File: config.mk
export PLATFORM = sky130hd
export DESIGN_NAME = dark_mixer
export DESIGN_NICKNAME = d
export VERILOG_FILES = /design/src/rtl/dark_mixer.sv
export SDC_FILE = /design/constraint.sdc
export NUM_CORES = 1
export LEC_CHECK = 0
export CAP_MARGIN = 20
export CELL_PAD_IN_SITES_DETAIL_PLACEMENT = 1
export CELL_PAD_IN_SITES_GLOBAL_PLACEMENT = 1
export CORE_MARGIN = 2
export CORE_UTILIZATION = 39
export DETAILED_ROUTE_END_ITERATION = 8
export PLACE_DENSITY_LB_ADDON = 0.1
export SYNTH_ARGS = -nofsm -noshare
export SYNTH_HDL_FRONTEND = slang
export SYNTH_SLANG_ARGS = --single-unit
File: constraint.sdc
create_clock -name clk_i -period 2.3 [get_ports clk_i]
set_clock_uncertainty 0.15 [all_clocks]
set_input_delay 0.46 -clock clk_i [delete_from_list [all_inputs] [get_ports clk_i]]
set_output_delay 0.46 -clock clk_i [all_outputs]
set_load 0.05 [all_outputs]
File: src/rtl/dark_mixer.sv
// Dark-mode pixel mixer: blends each RGB channel between x and 255-x by a per-frame alpha.
// Build option DARK_MIXER_FADE_EN: gradual fade over 2**FADE_LOG2 frames; otherwise instant switch.
module dark_mixer #(
   parameter int FADE_LOG2 = 3
) (
   input  logic                 clk_i,
   input  logic                 rst_i,
   input  logic                 rx_i,
   input  logic                 vs_i,
   input  logic                 hs_i,
   input  logic                 de_i,
   input  logic [7:0]           r_i,
   input  logic [7:0]           g_i,
   input  logic [7:0]           b_i,
   output logic                 vs_o,
   output logic                 hs_o,
   output logic                 de_o,
   output logic [7:0]           r_o,
   output logic [7:0]           g_o,
   output logic [7:0]           b_o,
   output logic [FADE_LOG2:0]   alpha_o
);
   localparam int AW = FADE_LOG2 + 1;
   localparam int PW = 8 + FADE_LOG2;
   localparam int SW = PW + 1;
   localparam logic [AW-1:0] ALPHA_MAX = AW'(1 << FADE_LOG2);

   function automatic logic [PW-1:0] scale(input logic [7:0] x, input logic [AW-1:0] k);
      return PW'({{(PW-8){1'b0}}, x} * {{(PW-AW){1'b0}}, k});
   endfunction

   // The two weights always sum to F, so the shifted sum never exceeds 255.
   function automatic logic [7:0] blend(input logic [PW-1:0] a, input logic [PW-1:0] b);
      logic [SW-1:0] sum;
      sum = SW'(a) + SW'(b);
      return 8'(sum >> FADE_LOG2);
   endfunction

   logic            vs_q, vs_d;
   logic            bnd_q, bnd_d;
   logic [AW-1:0]   alpha_q, alpha_d;

   logic [2:0][7:0]    pix_in;
   logic [2:0][PW-1:0] pos_p1_q, pos_p1_d;
   logic [2:0][PW-1:0] neg_p1_q, neg_p1_d;
   logic [2:0]         sync_p1_q, sync_p1_d;
   logic [2:0][7:0]    pix_p2_q, pix_p2_d;
   logic [2:0]         sync_p2_q, sync_p2_d;

   assign pix_in = {r_i, g_i, b_i};

   // Boundary detected in cycle T is latched, so rx_i is taken in T+1 once upstream has frozen it.
   always_comb begin
      vs_d    = vs_i;
      bnd_d   = vs_q & ~vs_i;
      alpha_d = alpha_q;
      if (bnd_q) begin
`ifdef DARK_MIXER_FADE_EN
         if (rx_i) begin
            if (alpha_q != ALPHA_MAX) alpha_d = alpha_q + AW'(1);
         end else begin
            if (alpha_q != '0) alpha_d = alpha_q - AW'(1);
         end
`else
         alpha_d = rx_i ? ALPHA_MAX : '0;
`endif
      end
   end

   always_comb begin
      // Stage 1: weighted products for the normal and inverted pixel
      for (int c = 0; c < 3; c++) begin
         pos_p1_d[c] = scale(pix_in[c], ALPHA_MAX - alpha_q);
         neg_p1_d[c] = scale(~pix_in[c], alpha_q);
      end
      sync_p1_d = {vs_i, hs_i, de_i};
      // Stage 2: sum and normalise
      for (int c = 0; c < 3; c++) begin
         pix_p2_d[c] = blend(pos_p1_q[c], neg_p1_q[c]);
      end
      sync_p2_d = sync_p1_q;
   end

   always_ff @(posedge clk_i) begin
      if (rst_i) begin
         vs_q      <= 1'b0;
         bnd_q     <= 1'b0;
         alpha_q   <= '0;
         pos_p1_q  <= '0;
         neg_p1_q  <= '0;
         sync_p1_q <= '0;
         pix_p2_q  <= '0;
         sync_p2_q <= '0;
      end else begin
         vs_q      <= vs_d;
         bnd_q     <= bnd_d;
         alpha_q   <= alpha_d;
         pos_p1_q  <= pos_p1_d;
         neg_p1_q  <= neg_p1_d;
         sync_p1_q <= sync_p1_d;
         pix_p2_q  <= pix_p2_d;
         sync_p2_q <= sync_p2_d;
      end
   end

   assign {vs_o, hs_o, de_o} = sync_p2_q;
   assign {r_o, g_o, b_o}    = pix_p2_q;
   assign alpha_o            = alpha_q;

endmodule

==> impl_metrics.csv, run 1 <==
group,metric,value,unit
finish,num_antenna_cells,0,
power,p_sw,0.695,mW
sta,period_share,0.914,
sta,whs,299,ps
synthesis,synth_top_area_share,0.531,
power,internal_power,2.35,mW
drt,drt_wl_total,6510,microns
worst_hold_path,hold_class,"reg2reg",
place,preCtsSetupSlack,131,ps
global_route,grt_start_max_net_pins,20,
worst_setup_path,crit_path_start_kind,"flip-flop",
clock_network,cts_made_buffers,9,
worst_setup_path,critical_path.top_delay_family,"buffers and inverters",
worst_hold_path,holdPathStages,1,
sta,fin_crit,2100,ps
place,gp_congestion,0.795,
global_route,grt_pass1_wl,11100,microns
synthesis,avgSynthCellArea,10.4,sq um
sta,drv_slew,0,
global_route,top_usage_layer,"met2",
drt,drt-initial-drc-count,32,
power,p_sw_frac,0.228,
die,num_rows,32,
drt,wire_per_inst,14.1,microns
clock_network,clk_latency,350,ps
synthesis,synth_area,3010,sq um
place,io_buffers,57,
clock_network,htree_levels,3,
worst_hold_path,min_to,"sync_p2_q[1]",
global_route,grt.met1_usage,0.193,
die,dieHeight,91.9,microns
synthesis,syn_inst,289,
drt,drc,0,
die,io_pins,61,
clock_network,path_clk_slew,80,ps
sta,relSlewSlack,0.656,
worst_setup_path,cp_max_fo,1,
finish,layout-drive-gt1-share,0.0836,
finish,fin_nets,408,
finish,multi_input_area,1350,sq um
power,p_total,3.05,mW
power,power_frac_comb,0.106,
synthesis,synthTopCellsByArea,"dfxtp_1 53%, ha_1 8.7%, and2_1 5.0%, nor2_1 4.9%, a21o_1 3.0%",
sta,finalHoldViolCount,0,
synthesis,ys_async_sr_fraction,0,
die,start_util,0.396,
finish,syn_to_final_growth,31.7,%
place,dp_hpwl,4750,microns
drt,num_vias,2239,
synthesis,ys.flop_type,"dfxtp_1",
worst_setup_path,required,1690,ps
sta,setup_viol,0,
sta,setup_ws,198,ps
die,fp.coreArea,7610,sq um
sta,setup_tns,0,ps
worst_setup_path,cp_slowest_stage_delay,810,ps
die,fp.dieW,91.9,microns
worst_setup_path,crit_arrival,1490,ps
clock_network,cts_tree,"built",
global_route,grt_use_met3,0.0312,
clock_network,root_buffer,"clkbuf_8",
synthesis,yosysTopAreaCell,"dfxtp_1",
run_status,status,"finished, final reports clean",
worst_setup_path,r2r_end,"g_o[6]",
worst_setup_path,crit_chain,"clkdlybuf4s50_1",
worst_setup_path,path_class,"reg2out",
finish,final_common_cell,"dfxtp_1",
global_route,antenna_found_initial,0,
worst_setup_path,slowest_stage,"clkdlybuf4s50_1",
global_route,grt_pass1_vias,2364,
power,p_per_area,768,nW/um^2
worst_setup_path,reg2reg_slack,350,ps
worst_setup_path,critPathBufInv,1,
synthesis,synth_edf_count,0,
worst_setup_path,r2r_cells,7,
sta,fmax,476,MHz
global_route,use_met2,0.293,
power,irDropWorstVdd,0.000416,V
finish,fillerInstances,840,
power,p_leak,1.70,nW
drt,ant_nets,0,
drt,drt-vias-per-instance,4.86,
sta,worst_pin_slew,515,ps
worst_setup_path,cp-end-kind,"output pin",
synthesis,synth_cell_types,35,
synthesis,ys_seq_elements,80,
synthesis,yosys_warnings,0,
finish,final_cell_mix,"80 x dfxtp_1, 56 x clkdlybuf4s50_1, 39 x nor2_1",
die,dieArea,8450,sq um
worst_hold_path,min-delay-start,"sync_p1_q[1]",
flow_run,maxCapViolCount,0,
power,clockPowerShare,0.417,
global_route,grt.total_usage,0.169,
clock_network,ctsLongestPathBuffers,2,
finish,seq_area,1600,sq um
global_route,grt_remaining_overflow,0,
clock_network,clock-sinks,80,
worst_setup_path,r2r_start,"neg_p1_q[14]",
sta,rsz0062_at_grt,"no",
drt,dr.pass1.iters,4,
synthesis,ys_seq_area_frac,0.531,
power,p_seq_frac,0.477,
[how the worst max path moves through the flow]
stage	startpoint	to	slack [ps]	cells after the start
3_5_place_dp	rst_i	g_o[5]	130	5
5_1_grt	b_o[1]	b_o[1]	160	1
2_1_floorplan	pos_p1_q[4]	b_o[5]	580	5
6_report	b_o[1]	b_o[1]	200	1
3_3_place_gp	rst_i	g_o[5]	150	5
4_1_cts	alpha_o[3]	alpha_o[3]	20	1
[state kept, by name, indices dropped and copies added, names as in the netlist]
signal / flops
neg_p1_q: 24
pos_p1_q: 24
bnd_q: 1
b_o: 8
g_o: 8
sync_p1_q: 2
vs_q: 1
r_o: 8
alpha_o: 1
sync_p2_q: 3
[stage by stage]
| stage | std cells | utilization | instance area [sq um] |
|---|---|---|---|
| after global routing | 461 | 0.522 | 3970 |
| after CTS | 461 | 0.522 | 3970 |
| final | 461 | 0.522 | 3970 |
| after floorplan | 291 | - | 3020 |
| after detailed placement | 445 | 0.488 | 3710 |
| after global placement | 445 | 0.488 | 3710 |
[cell usage after synthesis, types with 4 or more instances]
cell	n
nor3_1	10
o21ai_0	8
clkbuf_1	6
nand2b_1	4
xnor2_1	5
ha_1	21
or3b_2	4
and2_1	24
a21o_1	12
dfxtp_1	80
a21oi_1	11
nor2b_1	14
nor2_1	39
nand3_1	5
[metal layers]
layer	wire length [microns]	up-vias	part of all wire
met5	0	-	0
met4	153	0	0.024
met3	217	11	0.033
met2	3290	45	0.51
met1	2850	1073	0.44
li1	-	1110	-
[cells by family (layout without fill, tap and decap cells)]
| family | count (synthesis) | in the layout | share of synthesized area |
|---|---|---|---|
| simple gates | 114 | 114 | 0.205 |
| flops | 80 | 80 | 0.531 |
| compound gates | 47 | 47 | 0.109 |
| fa+ha+maj | 24 | 24 | 0.107 |
| buf+inv | 15 | 83 | 0.0232 |
| xor+xnor | 7 | 7 | 0.0203 |
| other cells | 1 | 3 | 0.00124 |
| mux | 1 | 1 | 0.00332 |
[final cells by class]
type / instances / area share
multi-input combinational: 196 / 0.340
tap: 102 / 0.0321
timing repair buffer: 64 / 0.158
inverter: 3 / 0.00284
clock inverter: 5 / 0.0258
clock buffer: 11 / 0.0381
sequential: 80 / 0.403
[power by group through the flow]
stage          registers, mW  logic, mW  clock network (mW)
2_1_floorplan           1.57      0.114                   0
3_3_place_gp            1.49      0.320                   0
3_5_place_dp            1.49      0.324                   0
4_1_cts                 1.46      0.327                1.31
5_1_grt                 1.46      0.350                1.37
6_report                1.45      0.324                1.27
[what timing repair did]
item	CTS	global route
endpoints found under the hold margin	0	0
resized for setup	0	1
setup endpoints to repair	0	1
setup buffers	0	0
hold buffers	0	0
Note: power is estimated with default switching activity, not from simulation.
==> run 2, diff against run 1 <==
--- a/config.mk
+++ b/config.mk
@@ -8,9 +8,11 @@
 export CAP_MARGIN = 20
 export CELL_PAD_IN_SITES_DETAIL_PLACEMENT = 1
 export CELL_PAD_IN_SITES_GLOBAL_PLACEMENT = 1
+export CORE_ASPECT_RATIO = 0.9
 export CORE_MARGIN = 2
-export CORE_UTILIZATION = 39
+export CORE_UTILIZATION = 48
 export DETAILED_ROUTE_END_ITERATION = 8
+export DONT_BUFFER_PORTS = 1
 export PLACE_DENSITY_LB_ADDON = 0.1
 export SYNTH_ARGS = -nofsm -noshare
 export SYNTH_HDL_FRONTEND = slang
==> constraint.sdc (replaced) <==
create_clock -name clk_i -period 2.2 [get_ports clk_i]
set_clock_uncertainty 0.15 [all_clocks]
set_input_delay 0.44 -clock clk_i [delete_from_list [all_inputs] [get_ports clk_i]]
set_output_delay 0.44 -clock clk_i [all_outputs]
set_load 0.05 [all_outputs]
==> impl_metrics.csv, run 2 (synthesized netlist as in run 1, its figures left out) <==
group,metric,value,unit
run_status,status,"finished, final reports clean",
die,io_pins,61,
worst_setup_path,r2r_end,"g_o[6]",
clock_network,cts_made_buffers,9,
finish,layout-drive-gt1-share,0.0712,
place,placed_cell_area,3070,sq um
finish,design_area,3540,sq um
worst_setup_path,r2r_start,"pos_p1_q[14]",
worst_setup_path,path_class,"reg2reg",
finish,num_antenna_cells,0,
sta,period_share,0.863,
drt,wire_per_inst,16.1,microns
power,irDropWorstVdd,0.000466,V
worst_setup_path,crit_arrival,1980,ps
place,dp_hpwl,3980,microns
clock_network,cts_tree,"built",
place,gp_congestion,0.770,
finish,syn_to_final_growth,17.5,%
drt,dr.pass1.iters,4,
clock_network,path_clk_slew,70,ps
worst_hold_path,min-delay-start,"rst_i",
global_route,antenna_found_initial,0,
sta,setup_viol,0,
worst_hold_path,hold_class,"in2reg",
worst_setup_path,crit_path_start_kind,"flip-flop",
worst_hold_path,min_to,"b_o[0]",
sta,whs,27.7,ps
die,fp.dieW,87.5,microns
global_route,grt_remaining_overflow,0,
global_route,grt_pass1_wl,10700,microns
clock_network,ctsLongestPathBuffers,2,
die,dieHeight,79.2,microns
clock_network,htree_levels,3,
sta,fin_crit,1900,ps
global_route,grt_start_max_net_pins,27,
worst_setup_path,required,2290,ps
die,start_util,0.496,
worst_setup_path,reg2reg_slack,300,ps
sta,setup_tns,0,ps
sta,fmax,527,MHz
drt,ant_nets,0,
place,preCtsSetupSlack,329,ps
clock_network,cts_resized,0,
flow_run,maxCapViolCount,0,
finish,final_cell_mix,"80 x dfxtp_1, 39 x nor2_1, 28 x dlygate4sd3_1",
sta,relSlewSlack,0.477,
drt,drc,0,
power,p_per_area,802,nW/um^2
global_route,grt_pass1_vias,2250,
finish,final_common_cell,"dfxtp_1",
clock_network,clock-sinks,80,
finish,reg_top3,"neg_p1_q (24), pos_p1_q (24)",
die,dieArea,6930,sq um
clock_network,root_buffer,"clkbuf_8",
drt,drt-vias-per-instance,5.39,
global_route,grt.total_usage,0.204,
die,fp.coreArea,6080,sq um
drt,drt_wl_total,6360,microns
drt,num_vias,2130,
worst_setup_path,crit_start,"pos_p1_q[14]",
finish,post-route-util,0.583,
clock_network,hold_buffers,26,
clock_network,clk_latency,340,ps
sta,worst_pin_slew,781,ps
power,p_leak,1.54,nW
worst_hold_path,holdPathStages,1,
worst_setup_path,r2r_cells,7,
worst_setup_path,cp_max_fo,3,
die,num_rows,27,
clock_network,post_cts_buffers,0,
finish,fin_nets,374,
place,io_buffers,0,
sta,drv_slew,0,
drt,drt-initial-drc-count,86,
worst_setup_path,cp-end-kind,"flip-flop",
sta,finalHoldViolCount,0,
sta,setup_ws,302,ps
sta,rsz0062_at_grt,"no",
-- run 2: changes by cell type in the layout (fill, tap and decap cells not counted), sizes merged --
cell / before / now
clkdlybuf4s50: 56 / 0
dlygate4sd3: 0 / 28
dlymetal6s2s: 1 / 0
buf: 7 / 2
bufinv: 3 / 1
-- run 2: layer usage --
metal / track usage / up-vias / routed length [microns]
met3: 0.0811 / 11 / 253
met1: 0.231 / 1025 / 2680
met2: 0.350 / 48 / 3320
met4: 0.0631 / 0 / 116
met5: 0 / - / 0
li1: - / 1046 / -
-- run 2: per-stage QoR --
| step | total power, mW | std cells |
|---|---|---|
| final | 2.84 | 395 |
| after global routing | 2.98 | 395 |
| after CTS | 2.87 | 393 |
| after detailed placement | 1.77 | 353 |
| after global placement | 1.77 | 353 |
| after floorplan | 1.76 | 291 |
-- run 2: worst max-delay path by stage --
stage,end,slack [ps],cells past startpoint
2_1_floorplan,b_o[5],480,5
3_3_place_gp,b_o[4],400,6
3_5_place_dp,g_o[6],330,7
4_1_cts,g_o[6],280,7
5_1_grt,g_o[6],130,7
6_report,g_o[6],300,7
-- run 2: final cells by class --
type                       instances  area [sq um]
inverter                           3          11.3
sequential                        80          1600
fill                             656          2540
multi-input combinational        196          1350
timing repair buffer              30           295
clock buffer                      11           151
clock inverter                     3          42.5
tap                               72          90.1
-- run 2: critical path, cell delays in order, from the launching register on --
cell	delay [ps]
dfxtp_1	350
ha_1	210
inv_1	80
fa_1	400
nor2b_1	210
o31a_1	170
o21ai_0	80
nor3b_1	140
-- run 2: power breakdown --
group          switching (mW)  total (mW)  leakage [nW]  internal, mW
Clock                   0.477        1.05        0.0973         0.571
Combinational          0.0903       0.181         0.782        0.0911
Sequential              0.107        1.61         0.657          1.50
Total                   0.674        2.84          1.54          2.17
==> run 3, diff against run 2 <==
--- a/config.mk
+++ b/config.mk
@@ -13,7 +13,7 @@
 export CORE_UTILIZATION = 48
 export DETAILED_ROUTE_END_ITERATION = 8
 export DONT_BUFFER_PORTS = 1
-export PLACE_DENSITY_LB_ADDON = 0.1
+export PLACE_DENSITY = 0.87
 export SYNTH_ARGS = -nofsm -noshare
 export SYNTH_HDL_FRONTEND = slang
 export SYNTH_SLANG_ARGS = --single-unit
==> impl_metrics.csv, run 3 (synthesized netlist as in run 1, its figures left out) <==
group,metric,value,unit
flow_run,maxCapViolCount,0,
clock_network,post_cts_buffers,0,
die,dieHeight,79.2,microns
finish,seq_area,1600,sq um
drt,drt-vias-per-instance,5.39,
worst_setup_path,critical_path.top_delay_family,"adder cells",
sta,setup_viol,0,
global_route,grt_pass1_vias,2301,
global_route,antenna_found_initial,0,
die,start_util,0.496,
power,irDropWorstVdd,0.000522,V
sta,relSlewSlack,0.613,
global_route,grt_start_max_net_pins,32,
die,num_rows,27,
die,dieArea,6930,sq um
worst_setup_path,reg2reg_slack,260,ps
drt,route.met3.wl,241,microns
sta,setup_tns,0,ps
worst_setup_path,crit_path_start_kind,"flip-flop",
finish,fin_nets,376,
run_status,status,"finished, final reports clean",
finish,layout-drive-gt1-share,0.0767,
worst_setup_path,slowest_stage,"fa_1",
finish,multi_input_area,1350,sq um
clock_network,path_clk_slew,70,ps
power,p_leak,1.56,nW
finish,design_area,3580,sq um
worst_hold_path,hold_class,"in2reg",
finish,final_cell_mix,"80 x dfxtp_1, 39 x nor2_1, 28 x dlygate4sd3_1",
drt,drc,0,
worst_setup_path,cp-end-kind,"flip-flop",
drt,wire_per_inst,16.9,microns
drt,routed.top_layer,"met4",
drt,drt-initial-drc-count,82,
global_route,grt_pass1_wl,11000,microns
worst_setup_path,crit_chain,"ha_1 > inv_1 > fa_1 > nor2b_1 > o31a_1 > o21ai_0 > nor3b_1",
finish,num_antenna_cells,0,
drt,route.met2.wl,3490,microns
worst_setup_path,path_class,"reg2reg",
worst_setup_path,critPathBufInv,1,
place,dp_hpwl,4500,microns
clock_network,ctsLongestPathBuffers,2,
worst_setup_path,cp_slowest_stage_delay,390,ps
clock_network,clk_latency,340,ps
drt,ant_nets,0,
drt,dr.pass1.iters,4,
clock_network,cts_made_buffers,9,
clock_network,cts_tree,"built",
sta,worst_pin_slew,580,ps
finish,fillerInstances,649,
place,io_buffers,0,
sta,finalHoldViolCount,0,
finish,syn_to_final_growth,18.9,%
finish,final_common_cell,"dfxtp_1",
die,fp.coreArea,6080,sq um
power,p_per_area,828,nW/um^2
sta,fmax,515,MHz
sta,fin_crit,1940,ps
drt,drt_wl_total,6710,microns
drt,wl_met1,2890,microns
clock_network,clock-sinks,80,
worst_setup_path,crit_arrival,2030,ps
die,io_pins,61,
sta,period_share,0.883,
place,placed_cell_area,3080,sq um
worst_setup_path,required,2280,ps
clock_network,htree_levels,3,
drt,num_vias,2144,
die,fp.dieW,87.5,microns
place,gp_congestion,0.784,
clock_network,root_buffer,"clkbuf_8",
sta,drv_slew,0,
sta,rsz0062_at_grt,"no",
worst_setup_path,cp_max_fo,3,
finish,reg_top3,"neg_p1_q (24), pos_p1_q (24)",
global_route,grt_remaining_overflow,0,
global_route,grt.total_usage,0.211,
[run 3: cell count changes in the layout (fill, tap and decap cells not counted)]
cell / previous run / this run
bufinv_16: 1 / 2
clkinvlp_4: 1 / 0
buf_4: 2 / 4
clkbuf_1: 0 / 1
[run 3: cell type report]
type,instances,share of cell area
Clock inverter,3,0.0182
Clock buffer,12,0.0433
Inverter,3,0.00314
Multi-Input combinational cell,196,0.377
Timing Repair Buffer,32,0.0866
Tap cell,72,0.0251
Sequential cell,80,0.447
[run 3: worst paths after layout]
path / from / endpoint / cells after the start
max reg2reg: pos_p1_q[14] / g_o[6] / 7
min reg2reg: sync_p1_q[0] / sync_p2_q[0] / 1
min: r_i[0] / neg_p1_q[25] / 1
max: pos_p1_q[14] / g_o[6] / 7
[run 3: timing repair]
action,in CTS,in global routing
gates resized for setup,0,0
hold buffers,24,4
hold endpoints to repair,31,9
[run 3: routing by layer]
layer / vias up / GRT usage
met1: 1046 / 0.237
met4: 0 / 0.0738
met2: 45 / 0.374
li1: 1043 / -
met3: 10 / 0.0624
met5: - / 0
[run 3: stage by stage]
step	cells	utilization	total power, mW	hold slack (ps)	setup slack (ps)
CTS	394	0.583	2.99	0.239	244
finish	398	0.589	2.97	19.8	258
floorplan	291	-	1.76	264	483
global placement	355	0.507	1.77	266	404
detailed placement	355	0.507	1.78	282	270
global route	398	0.589	3.10	0.358	133
[run 3: worst register-to-register path, cell delays in order, from the launching register on]
cell     delay (ps)
dfxtp_1         320
ha_1            210
inv_1            80
fa_1            390
nor2b_1         240
o31a_1          190
o21ai_0         110
nor3b_1         150
[run 3: power breakdown]
part | internal [mW] | switching (mW)
sequential | 1.50 | 0.107
clock | 0.693 | 0.477
combinational | 0.0927 | 0.0915
total | 2.29 | 0.676
